**config.mk**
```make
export PLATFORM = sky130hd
export DESIGN_NAME = pin_entry_ctrl
export DESIGN_NICKNAME = d
export VERILOG_FILES = /design/src/rtl/pin_entry_ctrl.sv
export SDC_FILE = /design/constraint.sdc
export NUM_CORES = 1
export LEC_CHECK = 0
export CAP_MARGIN = 20
export CORE_MARGIN = 2
export CORE_UTILIZATION = 52
export CTS_BUF_LIST = sky130_fd_sc_hd__clkbuf_4 sky130_fd_sc_hd__clkbuf_8 sky130_fd_sc_hd__clkbuf_16
export CTS_CLUSTER_DIAMETER = 150
export DETAILED_ROUTE_END_ITERATION = 10
export GPL_TIMING_DRIVEN = 0
export PLACE_DENSITY_LB_ADDON = 0.05
export SYNTH_ARGS = -nofsm -noshare
export SYNTH_HDL_FRONTEND = slang
export SYNTH_SLANG_ARGS = --single-unit
```
**constraint.sdc**
```tcl
create_clock -name clk_500Hz -period 2.49 [get_ports clk_500Hz]
set_clock_uncertainty 0.1 [all_clocks]
set_input_delay 0.6225 -clock clk_500Hz [delete_from_list [all_inputs] [get_ports clk_500Hz]]
set_output_delay 0.6225 -clock clk_500Hz [all_outputs]
set_load 0.1 [all_outputs]
```
**src/rtl/pin_entry_ctrl.sv**
```systemverilog
// Keypad PIN lock controller: collects four digits, compares against a stored
// PIN, and handles auto-relock, PIN change while open and failed-attempt lockout.
module pin_entry_ctrl #(
  parameter logic [15:0] DEFAULT_PIN   = 16'h1234,
  parameter int          MAX_FAILS     = 3,
  parameter int          ENTRY_TIMEOUT = 5000,
  parameter int          RELOCK_TICKS  = 2500,
  parameter int          LOCKOUT_TICKS = 5000
) (
  input  logic       clk_500Hz,
  input  logic       rst,
  input  logic       key_valid,
  input  logic [3:0] key_code,
  output logic [3:0] pin0,
  output logic [3:0] pin1,
  output logic [3:0] pin2,
  output logic [3:0] pin3,
  output logic       status,
  output logic       lockout,
  output logic       tone_ok,
  output logic       tone_bad
);

  localparam logic [2:0] ST_LOCKED    = 3'd0;
  localparam logic [2:0] ST_ENTRY     = 3'd1;
  localparam logic [2:0] ST_UNLOCKED  = 3'd2;
  localparam logic [2:0] ST_SET_ENTRY = 3'd3;
  localparam logic [2:0] ST_LOCKOUT   = 3'd4;

  localparam logic [15:0] SLOTS_EMPTY = 16'hFFFF;
  localparam logic [15:0] ENTRY_LIM   = 16'(ENTRY_TIMEOUT - 1);
  localparam logic [15:0] RELOCK_LIM  = 16'(RELOCK_TICKS - 1);
  localparam logic [15:0] LOCKOUT_LIM = 16'(LOCKOUT_TICKS - 1);
  localparam logic [1:0]  FAIL_LIM    = 2'(MAX_FAILS);

  logic [2:0]  state_q, state_d;
  logic [15:0] slots_q, slots_d;
  logic [15:0] stored_q, stored_d;
  logic [1:0]  fail_q, fail_d;
  logic [15:0] timer_q, timer_d;
  logic        status_q, status_d;
  logic        lockout_q, lockout_d;
  logic        tone_ok_q, tone_ok_d;
  logic        tone_bad_q, tone_bad_d;

  logic        accept_s;
  logic        is_digit_s, is_enter_s, is_clear_s, is_lock_s, is_set_s;
  logic        full_s;
  logic [1:0]  fail_inc_s;

  // Slot 15 marks empty; digits land in the lowest-index empty slot.
  function automatic logic [15:0] fill_slot(input logic [15:0] s, input logic [3:0] d);
    logic [15:0] r;
    r = s;
    if (s[15:12] == 4'hF) begin
      r[15:12] = d;
    end else if (s[11:8] == 4'hF) begin
      r[11:8] = d;
    end else if (s[7:4] == 4'hF) begin
      r[7:4] = d;
    end else if (s[3:0] == 4'hF) begin
      r[3:0] = d;
    end else begin
      r = s;
    end
    return r;
  endfunction

  function automatic logic slots_full(input logic [15:0] s);
    return (s[15:12] != 4'hF) && (s[11:8] != 4'hF) && (s[7:4] != 4'hF) && (s[3:0] != 4'hF);
  endfunction

  // Next-state logic: an accepted key always takes priority over a timeout.
  always_comb begin
    is_digit_s = key_valid && (key_code <= 4'd9);
    is_enter_s = key_valid && (key_code == 4'd10);
    is_clear_s = key_valid && (key_code == 4'd11);
    is_lock_s  = key_valid && (key_code == 4'd12);
    is_set_s   = key_valid && (key_code == 4'd13);
    full_s     = slots_full(slots_q);
    fail_inc_s = fail_q + 2'd1;

    state_d    = state_q;
    slots_d    = slots_q;
    stored_d   = stored_q;
    fail_d     = fail_q;
    tone_ok_d  = 1'b0;
    tone_bad_d = 1'b0;
    accept_s   = 1'b0;

    case (state_q)
      ST_LOCKED: begin
        if (is_digit_s) begin
          accept_s = 1'b1;
          slots_d  = fill_slot(SLOTS_EMPTY, key_code);
          state_d  = ST_ENTRY;
        end else begin
          accept_s = 1'b0;
        end
      end
      ST_ENTRY: begin
        if (is_digit_s && !full_s) begin
          accept_s = 1'b1;
          slots_d  = fill_slot(slots_q, key_code);
        end else if (is_clear_s) begin
          accept_s = 1'b1;
          slots_d  = SLOTS_EMPTY;
          state_d  = ST_LOCKED;
        end else if (is_enter_s && full_s) begin
          accept_s = 1'b1;
          slots_d  = SLOTS_EMPTY;
          if (slots_q == stored_q) begin
            fail_d    = 2'd0;
            tone_ok_d = 1'b1;
            state_d   = ST_UNLOCKED;
          end else if (fail_inc_s == FAIL_LIM) begin
            fail_d     = 2'd0;
            tone_bad_d = 1'b1;
            state_d    = ST_LOCKOUT;
          end else begin
            fail_d     = fail_inc_s;
            tone_bad_d = 1'b1;
            state_d    = ST_LOCKED;
          end
        end else if (timer_q == ENTRY_LIM) begin
          slots_d = SLOTS_EMPTY;
          state_d = ST_LOCKED;
        end else begin
          accept_s = 1'b0;
        end
      end
      ST_UNLOCKED: begin
        if (is_lock_s) begin
          accept_s = 1'b1;
          state_d  = ST_LOCKED;
        end else if (is_set_s) begin
          accept_s = 1'b1;
          state_d  = ST_SET_ENTRY;
        end else if (is_digit_s || is_enter_s || is_clear_s) begin
          accept_s = 1'b1;
        end else if (timer_q == RELOCK_LIM) begin
          state_d = ST_LOCKED;
        end else begin
          accept_s = 1'b0;
        end
      end
      ST_SET_ENTRY: begin
        if (is_digit_s && !full_s) begin
          accept_s = 1'b1;
          slots_d  = fill_slot(slots_q, key_code);
        end else if (is_enter_s && full_s) begin
          accept_s  = 1'b1;
          stored_d  = slots_q;
          slots_d   = SLOTS_EMPTY;
          tone_ok_d = 1'b1;
          state_d   = ST_UNLOCKED;
        end else if (is_clear_s) begin
          accept_s = 1'b1;
          slots_d  = SLOTS_EMPTY;
          state_d  = ST_UNLOCKED;
        end else if (is_lock_s) begin
          accept_s = 1'b1;
          slots_d  = SLOTS_EMPTY;
          state_d  = ST_LOCKED;
        end else if (timer_q == ENTRY_LIM) begin
          slots_d = SLOTS_EMPTY;
          state_d = ST_UNLOCKED;
        end else begin
          accept_s = 1'b0;
        end
      end
      ST_LOCKOUT: begin
        if (timer_q == LOCKOUT_LIM) begin
          state_d = ST_LOCKED;
        end else begin
          state_d = ST_LOCKOUT;
        end
      end
      default: begin
        state_d = ST_LOCKED;
        slots_d = SLOTS_EMPTY;
      end
    endcase

    timer_d   = (accept_s || (state_d != state_q)) ? 16'd0 : timer_q + 16'd1;
    status_d  = (state_d == ST_UNLOCKED) || (state_d == ST_SET_ENTRY);
    lockout_d = (state_d == ST_LOCKOUT);
  end

  // State and registered outputs.
  always_ff @(posedge clk_500Hz or posedge rst) begin
    if (rst) begin
      state_q    <= ST_LOCKED;
      slots_q    <= SLOTS_EMPTY;
      stored_q   <= DEFAULT_PIN;
      fail_q     <= 2'd0;
      timer_q    <= 16'd0;
      status_q   <= 1'b0;
      lockout_q  <= 1'b0;
      tone_ok_q  <= 1'b0;
      tone_bad_q <= 1'b0;
    end else begin
      state_q    <= state_d;
      slots_q    <= slots_d;
      stored_q   <= stored_d;
      fail_q     <= fail_d;
      timer_q    <= timer_d;
      status_q   <= status_d;
      lockout_q  <= lockout_d;
      tone_ok_q  <= tone_ok_d;
      tone_bad_q <= tone_bad_d;
    end
  end

  assign pin0     = slots_q[15:12];
  assign pin1     = slots_q[11:8];
  assign pin2     = slots_q[7:4];
  assign pin3     = slots_q[3:0];
  assign status   = status_q;
  assign lockout  = lockout_q;
  assign tone_ok  = tone_ok_q;
  assign tone_bad = tone_bad_q;

endmodule

```
Yosys cells after proc, flatten, opt, wreduce, memory -nomap -nowiden --
Cells that the tools add are included.
Word-level totals: register bits 57, input port bits 7, output and inout bits 20, word-level logic and storage cells 121
Cells by class: $add $sub $neg 2, magnitude comparators 1, eq/ne operators 25, muxes and demuxes 61, bitwise gates (word level) 3, reductions and logical operators 20
Operators with widths (count):
- $mux W16 | 10
- $pmux W16 S4 | 1
- $mux W3 | 17
- $eq A4 B4 Y1 const B | 8
- $mux W1 | 21
- $mux W4 | 5
- $add A16 B1 Y16 const B | 1
- $eq A16 B12 Y1 const B | 1
- $eq A16 B13 Y1 const B | 1
- $eq A16 B16 Y1 | 1
- $ne A4 B4 Y1 const B | 4
- $pmux W3 S5 | 1
- $eq A3 B2 Y1 const B | 4
- $mux W12 | 1
- $logic_and A1 B1 Y1 | 10
- $mux W8 | 1
- $eq A3 B3 Y1 const B | 2
- $le A4 B4 Y1 const B | 1
- $logic_or A1 B1 Y1 | 4
- $mux W2 | 2
- $pmux W1 S4 | 1
- $reduce_and A4 Y1 | 1
- $eq A3 B1 Y1 const B | 1
- $logic_not A3 Y1 | 1
- 10 further kinds | 12

Logic depth before layout (Yosys ltp) --
depth in word-level cells 12, depth in mapped cells 7, gate-level depth less buffers 6

Worst setup path before layout --
No wires, ideal clock.
kind register to register, start point reg slots_q[13], end point reg timer_q[11], library setup time 0.101 ns, arrival 2.433 ns, data required time 2.289 ns, slack -0.144 ns, cell stages (with the launch flop) 8, path buffers 2, period minus slack after synthesis 2.634 ns, path through dfstp_2 > and4_1 > clkbuf_1 > nor3_1 > a21oi_1 > a311oi_4 > buf_6 > nor4_1
On the way: longest elaborated chain between the ends 12, elaborated cells between the ends (all ways) 24, those cells by class eq/ne: 3; mux: 14; reduce/logical: 7
RTL lines:
- start: declaration | RTL line 37 | logic [15:0] slots_q, slots_d;
- start signal: assignment | RTL line 204 | slots_q <= slots_d;
- $ne A4 B4 Y1 | RTL line 70 | return (s[15:12] != 4'hF) && (s[11:8] != 4'hF) && (s[7:4] != 4'hF) && (s[3:0] != 4'hF);
- $logic_and A1 B1 Y1 (3 in series) | RTL line 70
- $logic_and A1 B1 Y1 | RTL line 109, 151
- $mux W3 | RTL line 109 | end else if (is_enter_s && full_s) begin
- $mux W3 | RTL line 105 | end else if (is_clear_s) begin
- $mux W3 | RTL line 102 | if (is_digit_s && !full_s) begin
- $pmux W3 S5 | RTL line 91 | case (state_q)
- $ne A3 B3 Y1 | RTL line 185 | timer_d = (accept_s || (state_d != state_q)) ? 16'd0 : timer_q + 16'd1;
- $logic_or A1 B1 Y1 * | RTL line 185
- $mux W16 * | RTL line 185
- named net timer_d[11] | RTL line 40 | logic [15:0] timer_q, timer_d;
- end signal: assignment | RTL line 207 | timer_q <= timer_d;
- end: declaration | RTL line 40
Mark *: on every way through the listed nets, which the timed path passes. The rest lies on a longest branch. A chain may end at the register's enable or synchronous reset.

Worst setup path in the final report --
start point reg timer_q[2], end point reg timer_q[9]
On the way: longest elaborated chain between the ends 10, elaborated cells between the ends (all ways) 21, those cells by class add/sub: 1; eq/ne: 3; mux: 16; reduce/logical: 1
RTL lines:
- $eq A16 B13 Y1 | RTL line 125, 165, 173
- $mux W3 | RTL line 165 | end else if (timer_q == ENTRY_LIM) begin
- $mux W3 | RTL line 161 | end else if (is_lock_s) begin
- $mux W3 | RTL line 157 | end else if (is_clear_s) begin
- $mux W3 | RTL line 151 | end else if (is_enter_s && full_s) begin
- $mux W3 | RTL line 148 | if (is_digit_s && !full_s) begin
- $pmux W3 S5 | RTL line 91
- $ne A3 B3 Y1 | RTL line 185
- $logic_or A1 B1 Y1 | RTL line 185
- $mux W16 * | RTL line 185
- named net timer_d[9] | RTL line 40
Marked as above.

==> results <==
- The run finished, with violations left.
- The checks that failed: negative setup slack.
- The portion of the clock cycle consumed by the worst path in the final layout is 101.1%.
- The leakage power is 1.674 nW.
- When the netlist entered floorplanning its net count stood at just under 300.
- The post-synthesis area per instance is approximately 11 sq um.
- The slowest stage of the critical path belongs to the cell sky130_fd_sc_hd__or4b_4.
- The minimum clock period is 2.517 ns.
- The category of cells accounting for the largest share of critical-path delay is simple AND/OR/NAND/NOR gates.
- 27 I/O pins were placed.
- For this run, the total global-route usage over all layers was measured as 24.81%.
- The DRC violation count after routing is 0.
- The startpoint-to-endpoint class of the critical path is register to register.
- After detailed placement, the total cell area comes to between 3000 and 4000 sq um.
- The region available for standard cell placement spans approximately 5600 sq um.
- The floorplan step defined a die boundary enclosing 6530 sq um.
- The critical path buffer and inverter count is 2.
- After synthesis, the largest family of logic cells by area is simple AND/OR/NAND/NOR gates.
- The area of all placed cells without fillers is roughly 4100 sq um.
- Buffers placed on the I/O ports in this run total 23.
- The first global-routing pass estimated 12120 um of wire.
- The die is 80.81 um tall.
- The distinct cell type count after synthesis is 54.
- The die width is between 80 and 90 um.
- The fraction of the mapped netlist area in simple logic gates is between 10% and 20%.
- The clock latency reported for the late side of the worst-skew pair is 0.34 ns.
- Across the VDD grid, the largest voltage drop is 0.7163 mV.
- Static timing analysis puts the maximum clock frequency at around 400 MHz.
- The number of global-route vias before repair is 2413.
- The worst setup margin is -0.02680 ns.
- The post-synthesis instance total is 288.
- In this run, the number of DRC markers left after iteration 0 of detailed routing was 205.
- The number of failing hold endpoints at the final stage is 0.
- Summing the areas of all fa, ha and maj instances in the mapped netlist gives 0.4078% of the synthesized area.
- Detailed placement ended at an HPWL of around 4700 um.
- After detailed routing, the average wire length per cell comes to 17.56 um.
- The worst hold path class is register to register.
- Hold timing on the final database bottoms out at a slack of 0.4001 ns.
- The maximum clock insertion buffer count is 2.
- For the pin with the worst max-slew slack, the measured transition is between 0.9 and 1 ns.
- The count of maximum capacitance violations is 0.
- Leaving out filler cells and counting taps, the final layout contains 432.
- The arrival time reported for the critical path endpoint is approximately 2.6 ns.
- The overall routed net length is between 7000 and 8000 um.
- After clock tree synthesis, the clock-pin slew on the worst setup and hold paths is 0.07 ns.
- Entering global routing, the biggest net connects 43 pins.
- The number of antenna violations at the first check in global routing is 0.
- Using the TritonRoute via totals, the vias-per-cell ratio works out to between 5 and 6.
- The largest driver fanout on the critical path is 7.
- 0 antenna diodes ended up in the layout.
- The core occupancy in the finished layout is 73.27%.
- The sum of internal, switching and leakage power is 4.303 mW.
- Setup repair after global routing could not meet its margin everywhere.
- The most instantiated flip-flop cell in the synthesis netlist is sky130_fd_sc_hd__dfrtp_1.
- The ratio of total power to cell area is 1047 nW/um^2.
- The Yosys step of the flow raised 0 warnings.
- The number of placement rows is 27.
- The number of clock buffers added by TritonCTS is 9.
- The synthesized netlist devotes 8.564% of its cell area to XOR and XNOR gates.
- The post-synthesis mux area share is 5.873%.
- After synthesis, flip-flops and latches occupy 47.35% of the total area.
- The H-tree was split into 3 levels.
- Setup violations remaining at the end of the flow were counted as 6.
- The critical path capture point type is a register.
- The cell count after placement is 384.
- The number of clock sinks seen by CTS is 57.
- The final antenna-violating net count is 0.
- The synthesized design contains 57 register bits.
- For this run, the detailed router's first-pass iteration total came to 4.
- The final RePlAce weighted congestion is 0.9321.
- The largest single stage delay on the critical path is 0.57 ns.
- The layout net count is ~360.
- Compared with the post-synthesis result, the final layout area differs by 33.93%.
- Measured against its own limit, the worst slew margin works out to a little over a third.
- The final max-slew violation count is 0.
- The post-route netlist has between 40% and 50% of its cells at a drive strength greater than 1.
- The routed layout has 2532 vias.
- The synthesized netlist devotes between 10% and 20% of its cell area to compound gates.
- The total of hold buffers inserted after clock tree synthesis is 0.
- The proportion of synthesized flip-flops having asynchronous set or reset is 100.0%.
- The cell at the root of the clock tree is sky130_fd_sc_hd__clkbuf_8.
- The CTS tree is yes.
- The starting density of the core is 54.71%.
- The count of flip-flops with a built-in enable after synthesis is 0.
- The required time of the critical path is 2.61 ns.
- The startpoint class of the critical path is a register.
- The total overflow left after global routing is 0.
- Walking the worst path, the cells encountered are clkbuf_2 > or4b_4 > nor4_4 > a31oi_4 > a211oi_4 > clkbuf_16 > nor4_1.
- Summing every instance area after synthesis gives approximately 3100 sq um.
-- cell usage in the layout, fill, tap and decap left out, types with 3 or more instances in the layout --
cell type / n
sky130_fd_sc_hd__inv_1: 9
sky130_fd_sc_hd__xor2_1: 25
sky130_fd_sc_hd__clkbuf_2: 8
sky130_fd_sc_hd__nand4_1: 9
sky130_fd_sc_hd__dfstp_2: 13
sky130_fd_sc_hd__buf_4: 24
sky130_fd_sc_hd__nor4_2: 3
sky130_fd_sc_hd__nor3_1: 3
sky130_fd_sc_hd__clkbuf_8: 13
sky130_fd_sc_hd__a211oi_1: 4
sky130_fd_sc_hd__nand2b_1: 3
sky130_fd_sc_hd__a21oi_1: 8
sky130_fd_sc_hd__o21bai_1: 3
sky130_fd_sc_hd__dfrtp_1: 36
sky130_fd_sc_hd__clkdlybuf4s15_2: 9
sky130_fd_sc_hd__nand4b_1: 3
sky130_fd_sc_hd__dlygate4sd2_1: 5
sky130_fd_sc_hd__or2_2: 4
sky130_fd_sc_hd__nand2_1: 9
sky130_fd_sc_hd__clkbuf_1: 4
sky130_fd_sc_hd__nor4_1: 13
sky130_fd_sc_hd__xnor2_1: 5
sky130_fd_sc_hd__and4_1: 4
sky130_fd_sc_hd__nor2_1: 17
sky130_fd_sc_hd__buf_12: 3
sky130_fd_sc_hd__nand3_1: 10
sky130_fd_sc_hd__o22a_1: 11
sky130_fd_sc_hd__mux2_2: 15
sky130_fd_sc_hd__nor2_2: 4
sky130_fd_sc_hd__dfstp_4: 8
sky130_fd_sc_hd__o21ai_0: 8
sky130_fd_sc_hd__buf_6: 9
-- state kept, by name (all words and copies together) (netlist names) --
signal    cells
slots_q      16
stored_q     16
timer_q      16
state_q       3
fail_q        2
lockout       1
status        1
tone_bad      1
tone_ok       1
-- per-layer routing --
layer | share of wire (%) | routed length, um | GRT usage (%) | vias to the layer above
li1 | - | - | - | 1218
met1 | 42 | 3198 | 32.99 | 1209
met2 | 50 | 3807 | 39.83 | 85
met3 | 4.8 | 364 | 4.778 | 20
met4 | 2.8 | 213 | 10.51 | 0
met5 | 0 | 0 | 0 | -
-- area by class of cell --
type / count / area, sq um
buffer: 14 / 110.1
clock buffer: 10 / 137.6
inverter: 11 / 41.29
timing repair buffer: 56 / 528.0
tap: 72 / 90.09
multi-input combinational: 206 / 1653
clock inverter: 6 / 66.31
fill: 412 / 1499
sequential: 57 / 1483
-- report_power, final --
group          switching, mW  internal, mW
registers              0.191          1.17
logic                   1.44         0.636
clock network          0.374         0.491
total                   2.00          2.30
-- through the flow --
stage	worst slack [ns]	setup TNS, ns
4_1_cts	-0.06454	-0.7698
3_3_place_gp	-0.8822	-61.11
3_5_place_dp	-0.8893	-36.94
5_1_grt	-0.1594	-1.288
2_1_floorplan	-0.01297	-0.03891
6_report	-0.02680	-0.1099
-- cells by family after synthesis --
| kind of cell | after synthesis |
|---|---|
| multiplexers | 16 |
| flip-flops | 57 |
| XOR/XNOR | 30 |
| adder cells (fa/ha/maj) | 1 |
| AND/OR/NAND/NOR | 101 |
| buffers and inverters | 25 |
| AO/OA/AOI/OAI | 58 |
-- synthesized netlist by cell type, drive strengths merged, types with 2 or more instances --
library cell | n | area share (%)
buf | 5 | 1.2
clkbuf | 9 | 1.5
dfstp | 21 | 18
xnor2 | 5 | 1.4
a31oi | 4 | 1.0
a21oi | 9 | 1.5
and3 | 2 | 0.57
xor2 | 25 | 7.1
nand4b | 3 | 0.86
a41oi | 2 | 0.57
nor4b | 2 | 0.57
or4 | 4 | 1.1
and4 | 4 | 1.1
nor3 | 4 | 0.65
or2 | 4 | 0.82
mux2 | 16 | 5.9
o21bai | 3 | 0.73
o21ai | 9 | 1.5
o2bb2ai | 2 | 0.57
o31ai | 2 | 0.49
or4b | 2 | 0.65
nor2 | 23 | 2.8
nand2b | 3 | 0.61
nand3b | 2 | 0.49
nor4 | 17 | 3.5
dfrtp | 36 | 29
a21o | 3 | 0.82
nand4 | 9 | 1.8
nand2 | 10 | 1.2
nand3 | 10 | 1.6
a211oi | 6 | 1.6
o22a | 11 | 3.1
inv | 11 | 1.3
-- path summary, 6_finish.rpt --
check / from / endpoint / slack, ns / cells past startpoint
worst max-delay path: timer_q[2] / timer_q[9] / -0.03 / 7
worst min-delay path: fail_q[0] / fail_q[0] / 0.40 / 1
worst max register to register: timer_q[2] / timer_q[9] / -0.03 / 7
worst min register to register: fail_q[0] / fail_q[0] / 0.40 / 1
max in group asynchronous: rst / slots_q[8] / 1.23 / 3
min in group asynchronous: rst / stored_q[6] / 0.48 / 2
-- repair_timing --
item | CTS | global route
setup buffers | 18 | 11
setup endpoints to repair | 70 | 54
gates resized for setup | 68 | 29
gates cloned | 1 | 2
hold endpoints to repair | 0 | 0
pin swaps | 7 | 9
Note: power is estimated with default switching activity, not from simulation.
